==> src/rtl/memory_stage_unit.sv <==
// MEM stage of the 16-bit pipeline: req/ack data-memory access, upstream stall and the MEM/WB register.
// Optional ACCESS timeout with sticky error flag is built only when MEM_TIMEOUT_EN is defined.
module memory_stage_unit #(
    parameter int DATA_W  = 16,
    parameter int TIMEOUT = 15
) (
    input  logic              clk,
    input  logic              rst_n,
    input  logic              wbs_in,
    input  logic              wme_in,
    input  logic              mm_in,
    input  logic [DATA_W-1:0] alu_result_in,
    input  logic [DATA_W-1:0] mem_data_in,
    output logic              dmem_req,
    output logic              dmem_we,
    output logic [DATA_W-1:0] dmem_addr,
    output logic [DATA_W-1:0] dmem_wdata,
    input  logic [DATA_W-1:0] dmem_rdata,
    input  logic              dmem_ack,
    output logic              stall_out,
    output logic              wbs_out,
    output logic              mm_out,
    output logic [DATA_W-1:0] alu_result_out,
    output logic [DATA_W-1:0] read_data_out,
    output logic              err_out
);

    typedef enum logic [1:0] {
        IDLE,
        ACCESS,
        DONE
    } state_t;

    state_t            state_q, state_d;
    logic              wbs_q, wbs_d;
    logic              mm_q, mm_d;
    logic [DATA_W-1:0] alu_q, alu_d;
    logic [DATA_W-1:0] rd_q, rd_d;
    logic [DATA_W-1:0] buf_q, buf_d;
    logic              memop;

`ifdef MEM_TIMEOUT_EN
    localparam int CNT_W = ($clog2(TIMEOUT + 1) > 4) ? $clog2(TIMEOUT + 1) : 4;
    logic [CNT_W-1:0] cnt_q, cnt_d;
    logic             err_q, err_d;
    logic             timeout;
`endif

    assign memop      = wme_in | mm_in;
    assign dmem_req   = (state_q == ACCESS);
    assign dmem_we    = dmem_req & wme_in;
    assign dmem_addr  = dmem_req ? alu_result_in : '0;
    assign dmem_wdata = dmem_req ? mem_data_in : '0;

`ifdef MEM_TIMEOUT_EN
    // Timeout fires on the ACCESS cycle whose count would reach TIMEOUT.
    assign timeout = !dmem_ack && ((int'(cnt_q) + 1) >= TIMEOUT);

    always_comb begin
        cnt_d = cnt_q;
        err_d = err_q;
        if (state_q == IDLE && memop) begin
            cnt_d = '0;
        end else if (state_q == ACCESS && !dmem_ack && cnt_q != {CNT_W{1'b1}}) begin
            cnt_d = cnt_q + 1'b1;
        end
        if (state_q == ACCESS && timeout) begin
            err_d = 1'b1;
        end
    end

    always_ff @(posedge clk or negedge rst_n) begin
        if (!rst_n) begin
            cnt_q <= '0;
            err_q <= 1'b0;
        end else begin
            cnt_q <= cnt_d;
            err_q <= err_d;
        end
    end

    assign err_out = err_q;
`else
    assign err_out = 1'b0;
`endif

    // MEM/WB loads a bubble by default; only a non-memory op in IDLE or the served op in DONE fill a slot.
    always_comb begin
        state_d   = state_q;
        wbs_d     = 1'b0;
        mm_d      = 1'b0;
        alu_d     = '0;
        rd_d      = '0;
        buf_d     = buf_q;
        stall_out = 1'b0;
        case (state_q)
            IDLE: begin
                if (memop) begin
                    stall_out = 1'b1;
                    state_d   = ACCESS;
                end else begin
                    wbs_d = wbs_in;
                    mm_d  = mm_in;
                    alu_d = alu_result_in;
                end
            end
            ACCESS: begin
                stall_out = 1'b1;
                if (dmem_ack) begin
                    buf_d   = wme_in ? '0 : dmem_rdata;
                    state_d = DONE;
                end
`ifdef MEM_TIMEOUT_EN
                else if (timeout) begin
                    buf_d   = DATA_W'(16'hDEAD);
                    state_d = DONE;
                end
`endif
            end
            DONE: begin
                wbs_d   = wbs_in;
                mm_d    = mm_in & ~wme_in;
                alu_d   = alu_result_in;
                rd_d    = buf_q;
                state_d = IDLE;
            end
            default: state_d = IDLE;
        endcase
    end

    always_ff @(posedge clk or negedge rst_n) begin
        if (!rst_n) begin
            state_q <= IDLE;
            wbs_q   <= 1'b0;
            mm_q    <= 1'b0;
            alu_q   <= '0;
            rd_q    <= '0;
            buf_q   <= '0;
        end else begin
            state_q <= state_d;
            wbs_q   <= wbs_d;
            mm_q    <= mm_d;
            alu_q   <= alu_d;
            rd_q    <= rd_d;
            buf_q   <= buf_d;
        end
    end

    assign wbs_out        = wbs_q;
    assign mm_out         = mm_q;
    assign alu_result_out = alu_q;
    assign read_data_out  = rd_q;

endmodule

==> config.mk <==
export PLATFORM = sky130hd
export DESIGN_NAME = memory_stage_unit
export DESIGN_NICKNAME = d
export VERILOG_FILES = /design/src/rtl/memory_stage_unit.sv
export SDC_FILE = /design/constraint.sdc
export NUM_CORES = 1
export LEC_CHECK = 0
export ABC_AREA = 1
export CORE_MARGIN = 2
export CORE_UTILIZATION = 39
export DETAILED_ROUTE_END_ITERATION = 8
export PLACE_DENSITY = 0.8
export SETUP_SLACK_MARGIN = 0.2
export SYNTH_ARGS = -nofsm -noshare
export SYNTH_HDL_FRONTEND = slang
export SYNTH_SLANG_ARGS = --single-unit
==> constraint.sdc <==
create_clock -name clk -period 1.4 [get_ports clk]
set_input_delay 0.28 -clock clk [delete_from_list [all_inputs] [get_ports clk]]
set_output_delay 0.28 -clock clk [all_outputs]
set_load 0.005 [all_outputs]
==> results.cfg, run 1 <==
[detailed_routing]
num_vias = 2388
vias_per_cell = 4.406
first_pass_iters = 4
routedWlPerCell_microns = 11.91
wirelength_microns = 6453
ant_nets = 0
route.detailed.drc = 0
drtIter0Drc = 81

[die]
die_h_microns = 81.48
coreArea_sq_um = 5851
dieArea_sq_um = 6638
die_w_microns = 81.48
rows = 28
pin_count = 124
initial_core_util_pct = 40.01

[pwr]
leakage_uw = 0.002262
powerDensity_nw_per_um2 = 1442
ir_worst_vdd_v = 0.0008204

[flow_run]
maxCapViolCount = 0

[timing]
finalSetupViolations = 35
max_freq_mhz = 621.7
rsz0062_at_grt = true
final_hold_viol_count = 0
period_share_pct = 114.9
period_needed_ps = 1608
maxSlewViolCount = 0
fin_tns_setup_ps = -4128
skew_ps = 4.028
hold_ws_ps = 478.3
worst_slack_ps = -208.5

[setup_path]
worst_r2r_startpoint = state_q[0]$_DFFE_PN0P_
cp_num_buf_inv = 4
cp_max_fo = 5
slowest_stage = dfrtp_1
start_kind = flip-flop
cp_data_arrival_time_ps = 1330
cpLargestDelayFamily = buffers and inverters
path_cells = inv_2, nand2_4, buf_6, buf_8, nor2_1, buf_2
worstPathRequired_ps = 1120
crit_start = state_q[1]$_DFFE_PN0P_
path_class = flip-flop to primary output
crit_path_end_kind = primary output
max_stage_delay_ps = 400
cp_num_cells = 6
rr_worst_depth = 6

[logic_synthesis]
synth_nets = 365
seq_area_frac_synth_pct = 55.59
yosys.area_share.simple_pct = 29.82
ys_ff_latch = 52
synth_area_sq_um = 2341
postSynthCellCount = 311
synthAdderAreaFrac_pct = 0
synth-xor-area-share_pct = 0
synth_compound_area_share_pct = 0.2138
avgSynthCellArea_sq_um = 7.527
synth_top_family_by_area = simple AND/OR/NAND/NOR gates
synthMuxAreaShare_pct = 0
yosysWarningCount = 0
synth_cell_type_count = 14

[finish]
final_common_cell = nand2_1
seqCellArea_sq_um = 1301
fin_util_pct = 69.12
n_fill_cell = 461
final_cells = 542
diodes = 0
multi_input_area_sq_um = 839.6
drive_above_1_share_pct = 25.70
layout_common_cells = nand2_1, inv_1, dfrtp_1, clkdlybuf4s50_1, nor2_1
final_nets = 520
area.growth.synth_to_final_pct = 72.74

[global_routing]
grt.overflow.total = 0
grt_pass1_wl_microns = 9791
first_global_vias = 2357
grt_max_degree = 34
track_usage_pct = 19.02
antenna_found_initial = 0

[clocking]
cts_buffer_depth = 2
cts_root_buf = clkbuf_8
numCtsBuffers = 5
clk_pin_slew_worst_paths_ps = 90
cts_tree = done
cts.sinks = 52
worstSkewPairLatency_ps = 300
h-tree-depth = 2

[place]
placed_cells = 525
post-place-ws_ps = -405.8
dp_hpwl_microns = 4591
io_buffers = 122
gp_routability_congestion = 0.7471

[run_status]
outcome = finished with violations
violations = setup timing

[hold_path]
hold_class = input pin to async pin
## cell usage after synthesis
cell type,count,area [sq um]
nand2_1,86,322.8
inv_1,68,255.2
nand2_2,2,12.51
nor2_2,2,12.51
inv_2,2,7.510
dfrtp_1,52,1301
nor3_1,1,5.000
conb_1,1,3.750
o21ai_0,1,5.000
buf_2,8,40.04
buf_4,4,30.03
nor2_1,65,244.0
nor2_4,1,11.26
nand3_1,18,90.09
## path summary, 6_finish.rpt
kind	end	slack (ps)
min in group clk	buf_q[0]$_DFFE_PN0P_	490
worst max-delay path	dmem_wdata[11]	-210
worst min-delay path	alu_result_out[10]$_DFF_PN0_	480
max in group asynchronous	read_data_out[6]$_DFF_PN0_	550
worst min register to register	buf_q[0]$_DFFE_PN0P_	490
worst max register to register	mm_out$_DFF_PN0_	170
## area by class of cell
cell class,instances,area share [%]
multi-input combinational,177,20.76
clock inverter,2,0.8663
tap,75,2.321
sequential,52,32.18
inverter,70,6.683
timing repair buffer,158,35.02
clock buffer,6,1.795
timing repair inverter,2,0.3713
## what timing repair did
| action | in CTS | in global routing |
|---|---|---|
| setup endpoints to repair | 86 | 86 |
| hold buffers | 1 | 0 |
| gates resized for setup | 213 | 56 |
| pin swaps | 5 | 2 |
| setup buffers | 4 | 1 |
| cloned | 1 | 2 |
| hold endpoints to repair | 19 | 0 |
## stage by stage
step / cell area [sq um] / power [uW]
after floorplan: 2341 / 3086
after global placement: 3824 / 4530
after detailed placement: 3824 / 4622
after CTS: 3916 / 5518
after global routing: 4044 / 6219
final: 4044 / 5831
## state kept, by name, summed over array words and instances (netlist names)
signal and count:
mm_out 1, buf_q 16, read_data_out 16, state_q 2, wbs_out 1, alu_result_out 16
## kinds of logic after synthesis
group | Yosys count
and+or+nand+nor | 175
AOI/OAI and AO/OA | 1
DFF | 52
other | 1
buffers and inverters | 82
## routing by layer
| metal | part of all wire [%] | wire length, microns | GRT usage, % |
|---|---|---|---|
| met5 | 0 | 0 | 0 |
| met4 | 2.1 | 133 | 6.610 |
| met3 | 6.1 | 391 | 4.176 |
| met2 | 54 | 3508 | 35.82 |
| met1 | 37 | 2419 | 20.88 |
## worst register-to-register path, cell delays in order (launching register included)
cell	delay (ps)
dfrtp_1	420
buf_4	160
buf_4	150
inv_4	70
nand2_8	80
buf_12	160
nor3_4	110
## power breakdown
group / switching [uW] / leakage [uW] / total, uW / internal, uW
Clock: 471 / 0.0000552 / 1000 / 531
Combinational: 1420 / 0.00151 / 2770 / 1350
Sequential: 175 / 0.000701 / 2050 / 1880
Power figures use the tool's default switching activity.
==> inputs of run 2 (changes only) <==
- CORE_UTILIZATION: 39 -> 42
- PLACE_DENSITY: 0.8 -> 0.85
- SLEW_MARGIN: unset -> 20
- clock period: 1.4 -> 2 ns (I/O delays scaled with it)
==> run 2 against run 1 <==
The run now ends clean. Register-to-register slack improved by 370 ps. Critical path depth fell by 2. First-iteration DRC count rose by 64%. Largest power group unchanged. Flip-flop and latch count stayed put. Final cell count down 4.1%. Count of clock-buffer cells in the layout fell by 1. Via count decreased by 5.4%. Clock power is 44% lower. Combinational power down 35%. Clock skew down 1.4 ps. Sequential power fell by 29%.
==> results.cfg, run 2 (synthesis gave the netlist of run 1 again) <==
[clocking]
h-tree-depth = 2
clk_pin_slew_worst_paths_ps = 90
cts_buffer_depth = 2
worstSkewPairLatency_ps = 290
cts_tree = done
cts_root_buf = clkbuf_8
numCtsBuffers = 5
cts.sinks = 52

[global_routing]
first_global_vias = 2170
grt_max_degree = 32
grt.overflow.total = 0
antenna_found_initial = 0
grt_pass1_wl_microns = 9846
track_usage_pct = 19.98

[detailed_routing]
wirelength_microns = 6013
wl_met2_microns = 3216
vias_per_cell = 4.346
routedWlPerCell_microns = 11.56
highest_layer = met4
num_vias = 2260
wl_met3_microns = 363
route.detailed.drc = 0
drtIter0Drc = 133
ant_nets = 0
first_pass_iters = 6
m1WireLength_microns = 2346

[timing]
max_freq_mhz = 570.1
period_share_pct = 87.71
period_needed_ps = 1754
slew_headroom_pct = 51.45
rsz0062_at_grt = true
skew_ps = 2.618
final_hold_viol_count = 0
tightestPinTransition_ps = 727.5
finalSetupViolations = 0
fin_tns_setup_ps = 0
maxSlewViolCount = 0

[setup_path]
worstPathRequired_ps = 1600
cp_data_arrival_time_ps = 1350
path_class = flip-flop to primary output
cp_max_fo = 18
start_kind = flip-flop
max_stage_delay_ps = 460
path_cells = nand2_4, buf_12, nor2_1, dlygate4sd2_1
slowest_stage = dfrtp_2
crit_path_end_kind = primary output

[die]
coreArea_sq_um = 5439
dieArea_sq_um = 6187
initial_core_util_pct = 43.04
rows = 27
die_w_microns = 78.66
die_h_microns = 78.66
pin_count = 124

[finish]
drive_above_1_share_pct = 14.06
diodes = 0
area.growth.synth_to_final_pct = 62.96
final_cells = 520
n_fill_cell = 428
seqCellArea_sq_um = 1304
layout_common_cells = nand2_1, clkdlybuf4s50_1, inv_1
fin_util_pct = 70.14
final_nets = 502
multi_input_area_sq_um = 742.0

[pwr]
leakage_uw = 0.002120
power.total_uw = 3791
ir_worst_vdd_v = 0.0005676
powerDensity_nw_per_um2 = 993.8

[flow_run]
maxCapViolCount = 0

[place]
io_buffers = 122
placed_cells = 505
gp_routability_congestion = 0.7267
dp_hpwl_microns = 4332

[run_status]
outcome = complete, no violations

[hold_path]
hold_class = input pin to async pin
run 2: changes by cell type in the layout (fill, tap and decap cells not counted), sizes merged, moves of 4 or more:
| cell | previous run | this run |
|---|---|---|
| clkbuf | 11 | 15 |
| buf | 66 | 28 |
| clkdlybuf4s50 | 52 | 86 |
| dlygate4sd2 | 0 | 10 |
| clkdlybuf4s15 | 34 | 8 |
run 2: path summary, 6_finish.rpt:
path | startpoint | endpoint | slack [ps] | cells past startpoint
max | state_q[0]$_DFFE_PN0P_ | dmem_wdata[2] | 250 | 4
min | rst_n | alu_result_out[10]$_DFF_PN0_ | 80 | 1
max reg2reg | state_q[1]$_DFFE_PN0P_ | alu_result_out[6]$_DFF_PN0_ | 540 | 6
min reg2reg | buf_q[10]$_DFFE_PN0P_ | buf_q[10]$_DFFE_PN0P_ | 490 | 2
max in group asynchronous | rst_n | buf_q[9]$_DFFE_PN0P_ | 1400 | 2
min in group clk | buf_q[10]$_DFFE_PN0P_ | buf_q[10]$_DFFE_PN0P_ | 490 | 2
run 2: final cells by class:
class	instances	area share (%)
Clock buffer	5	1.804
Clock inverter	2	0.3280
Inverter	70	6.888
Multi-Input combinational cell	177	19.45
Sequential cell	52	34.18
Tap cell	72	2.361
Timing Repair Buffer	142	35.00
run 2: power breakdown:
part	total, uW	internal [uW]	switching, uW
sequential	1450	1320	129
combinational	1790	918	871
clock	555	238	317
total	3790	2470	1320
run 2: metrics by stage:
step	hold slack, ps	setup slack, ps	instance area, sq um
after floorplan	104.4	706.8	2341
after global placement	405.8	12.29	3692
after detailed placement	402.8	-46.75	3692
after CTS	86.71	100.5	3770
after global routing	98.98	177.4	3815
final	78.46	245.8	3815
run 2: repair_timing:
| action | 4_1_cts | 5_1_grt |
|---|---|---|
| hold buffers | 0 | 0 |
| endpoints found under the hold margin | 0 | 0 |
| resized for setup | 62 | 39 |
| setup endpoints to repair | 35 | 26 |
| buffers inserted | 3 | 3 |
| gates cloned | 1 | 1 |
run 2: worst max-delay path: cells and delay by family, from the launching register on:
family                 cells  cell delay [ps]
and+or+nand+nor            2              190
buffers and inverters      2              420
DFF                        1              460
run 2: layer usage:
metal  vias up  track usage [%]
li1       1150                -
met1      1013            24.45
met2        89            36.24
met3         8            3.103
met4         0            5.789
met5         -                0
==> inputs of run 3 (changes only) <==
- ABC_AREA: 1 -> unset
- CORE_UTILIZATION: 42 -> 41
==> run 3 against run 2 <==
Global-route usage is 0.74 points higher. Fmax is 11% lower. Wire length is 2.6% lower. Utilization is 4.1 points higher. Flip-flop and latch count stayed put. Worst hold slack worse by 46 ps. Sequential share of layout area is 0.066 points lower. Die area is 3.7% lower. Highest routed layer unchanged.
==> results.cfg, run 3 <==
[place]
io_buffers = 122
dp_hpwl_microns = 3874
post-place-ws_ps = -6.634
gp_routability_congestion = 0.7354

[logic_synthesis]
postSynthCellCount = 172
synthArstFlopShare_pct = 100.0
avgSynthCellArea_sq_um = 12.77
synth_top_cell_area_share_pct = 59.26
ys.flop_type = dfrtp_1
seq_area_frac_synth_pct = 59.26
synth.most_common_cell = dfrtp_1
netlist_top_cells_area = dfrtp_1, and2_1, mux2_4
synth_area_sq_um = 2196
yosysWarningCount = 0
synth_cell_type_count = 18
ys_ff_latch = 52
synth_top_cells_by_count = dfrtp_1, and2_1, nor3b_1
yosysTopAreaCell = dfrtp_1
synth_nets = 226
synth_edf_count = 0

[finish]
layout_common_cells = clkdlybuf4s50_1, dfrtp_1, buf_6
final_nets = 358
area.growth.synth_to_final_pct = 73.73
final_common_cell = clkdlybuf4s50_1
n_fill_cell = 371
diodes = 0
drive_above_1_share_pct = 34.75

[die]
die_h_microns = 77.18
die_w_microns = 77.18
pin_count = 124
initial_core_util_pct = 42.72
rows = 26
coreArea_sq_um = 5140
dieArea_sq_um = 5957

[setup_path]
slowest_stage = dfrtp_1
cpMostUsedCell = buf_6
cp_max_fo = 7
start_kind = flip-flop
crit_path_end_kind = primary output
path_class = flip-flop to primary output
cp_data_arrival_time_ps = 1560
r2r_end = buf_q[5]$_DFFE_PN0P_
max_stage_delay_ps = 400
worst_r2r_startpoint = state_q[0]$_DFFE_PN0P_
worstPathRequired_ps = 1600
reg2reg_slack_ps = 540
path_cells = and2b_2, buf_6, buf_6, buf_16, and2_4, buf_6
rr_worst_depth = 4

[detailed_routing]
wirelength_microns = 5859
ant_nets = 0
routedWlPerCell_microns = 15.62
drtIter0Drc = 37
first_pass_iters = 4
vias_per_cell = 4.565
num_vias = 1712
route.detailed.drc = 0

[clocking]
cts_hold_buf = 0
h-tree-depth = 2
cts.sinks = 52
cts_buffer_depth = 2
cts_tree = done
cts_root_buf = clkbuf_8
numCtsBuffers = 5
clk_pin_slew_worst_paths_ps = 90
worstSkewPairLatency_ps = 300

[pwr]
p_sw_uw = 911.8
power.share.clock_pct = 17.8
leakage_uw = 0.001777
seqPwrFrac_pct = 38.9
powerDensity_nw_per_um2 = 889.4
intPower_uw = 2481
power_frac_comb_pct = 43.3
power.total_uw = 3393
swShare_pct = 26.87
ir_worst_vdd_v = 0.0006534

[global_routing]
grt.overflow.total = 0
track_usage_pct = 20.72
grt_max_degree = 36
first_global_vias = 1771
antenna_found_initial = 0
grt_pass1_wl_microns = 9473

[timing]
worst_slack_ps = 38.87
rsz0062_at_grt = true
period_needed_ps = 1961
final_hold_viol_count = 0
max_freq_mhz = 509.9
maxSlewViolCount = 0
fin_tns_setup_ps = 0
skew_ps = 5.905
finalSetupViolations = 0
period_share_pct = 98.06

[flow_run]
maxCapViolCount = 0

[hold_path]
hold_class = input pin to async pin

[run_status]
outcome = complete, no violations
run 3: worst max-delay path: cells and delay by family (launching register included):
kind | cells | cell delay, ps
buffers and inverters | 4 | 480
flip-flops | 1 | 400
AND/OR/NAND/NOR | 2 | 380
run 3: cell families (layout without fill, tap and decap cells):
kind of cell	count (synthesis)	in the layout	share of synthesized area, %
other cells	1	1	0.1708
mux	16	16	9.744
buf+inv	13	146	3.704
flops	52	52	59.26
compound gates	2	2	0.7979
simple gates	88	88	26.32
run 3: metrics by stage:
stage                     hold slack, ps  util, %  instance area (sq um)  instances
after CTS                          30.87    73.66                   3786        375
after detailed placement           359.1    68.26                   3508        358
final                              32.18    74.22                   3815        375
after global routing               57.28    74.22                   3815        375
after global placement             354.7    68.26                   3508        358
after floorplan                    104.4        -                   2196        172
run 3: area by class of cell:
cell class                 instances  area, sq um  area share (%)
timing repair buffer             138         1441           37.78
clock inverter                     2        10.01          0.2624
sequential                        52         1301           34.11
tap                               70        87.58           2.296
multi-input combinational        107        892.1           23.38
clock buffer                       6        82.58           2.165
run 3: power groups by stage:
stage	Sequential (uW)	Combinational [uW]	Clock (uW)
after floorplan	1330	500	0
after global placement	1330	1120	0
after detailed placement	1340	1150	0
after CTS	1320	1440	621
after global routing	1350	1550	668
final	1320	1470	604
run 3: per-layer routing:
layer / part of all wire (%) / routed length (microns) / global-route usage (%)
met5: 0 / 0 / 0
met4: 1.6 / 91 / 7.500
met2: 51 / 2986 / 33.74
met1: 41 / 2412 / 26.60
met3: 6.3 / 369 / 5.529
run 3: worst max path at each step:
stage                     cells past startpoint                    from              to
after floorplan                               3  state_q[1]$_DFFE_PN0P_  dmem_wdata[10]
after global placement                        3                  wme_in         dmem_we
after detailed placement                      4                   mm_in       stall_out
after CTS                                     6  state_q[0]$_DFFE_PN0P_   dmem_wdata[8]
after global routing                          6  state_q[0]$_DFFE_PN0P_   dmem_wdata[8]
final                                         6  state_q[0]$_DFFE_PN0P_   dmem_wdata[8]
run 3: what timing repair did:
item	4_1_cts	5_1_grt
buffers inserted	6	0
pin swaps	27	1
endpoints found under the setup margin	35	35
resized for setup	188	11
cloned	3	0
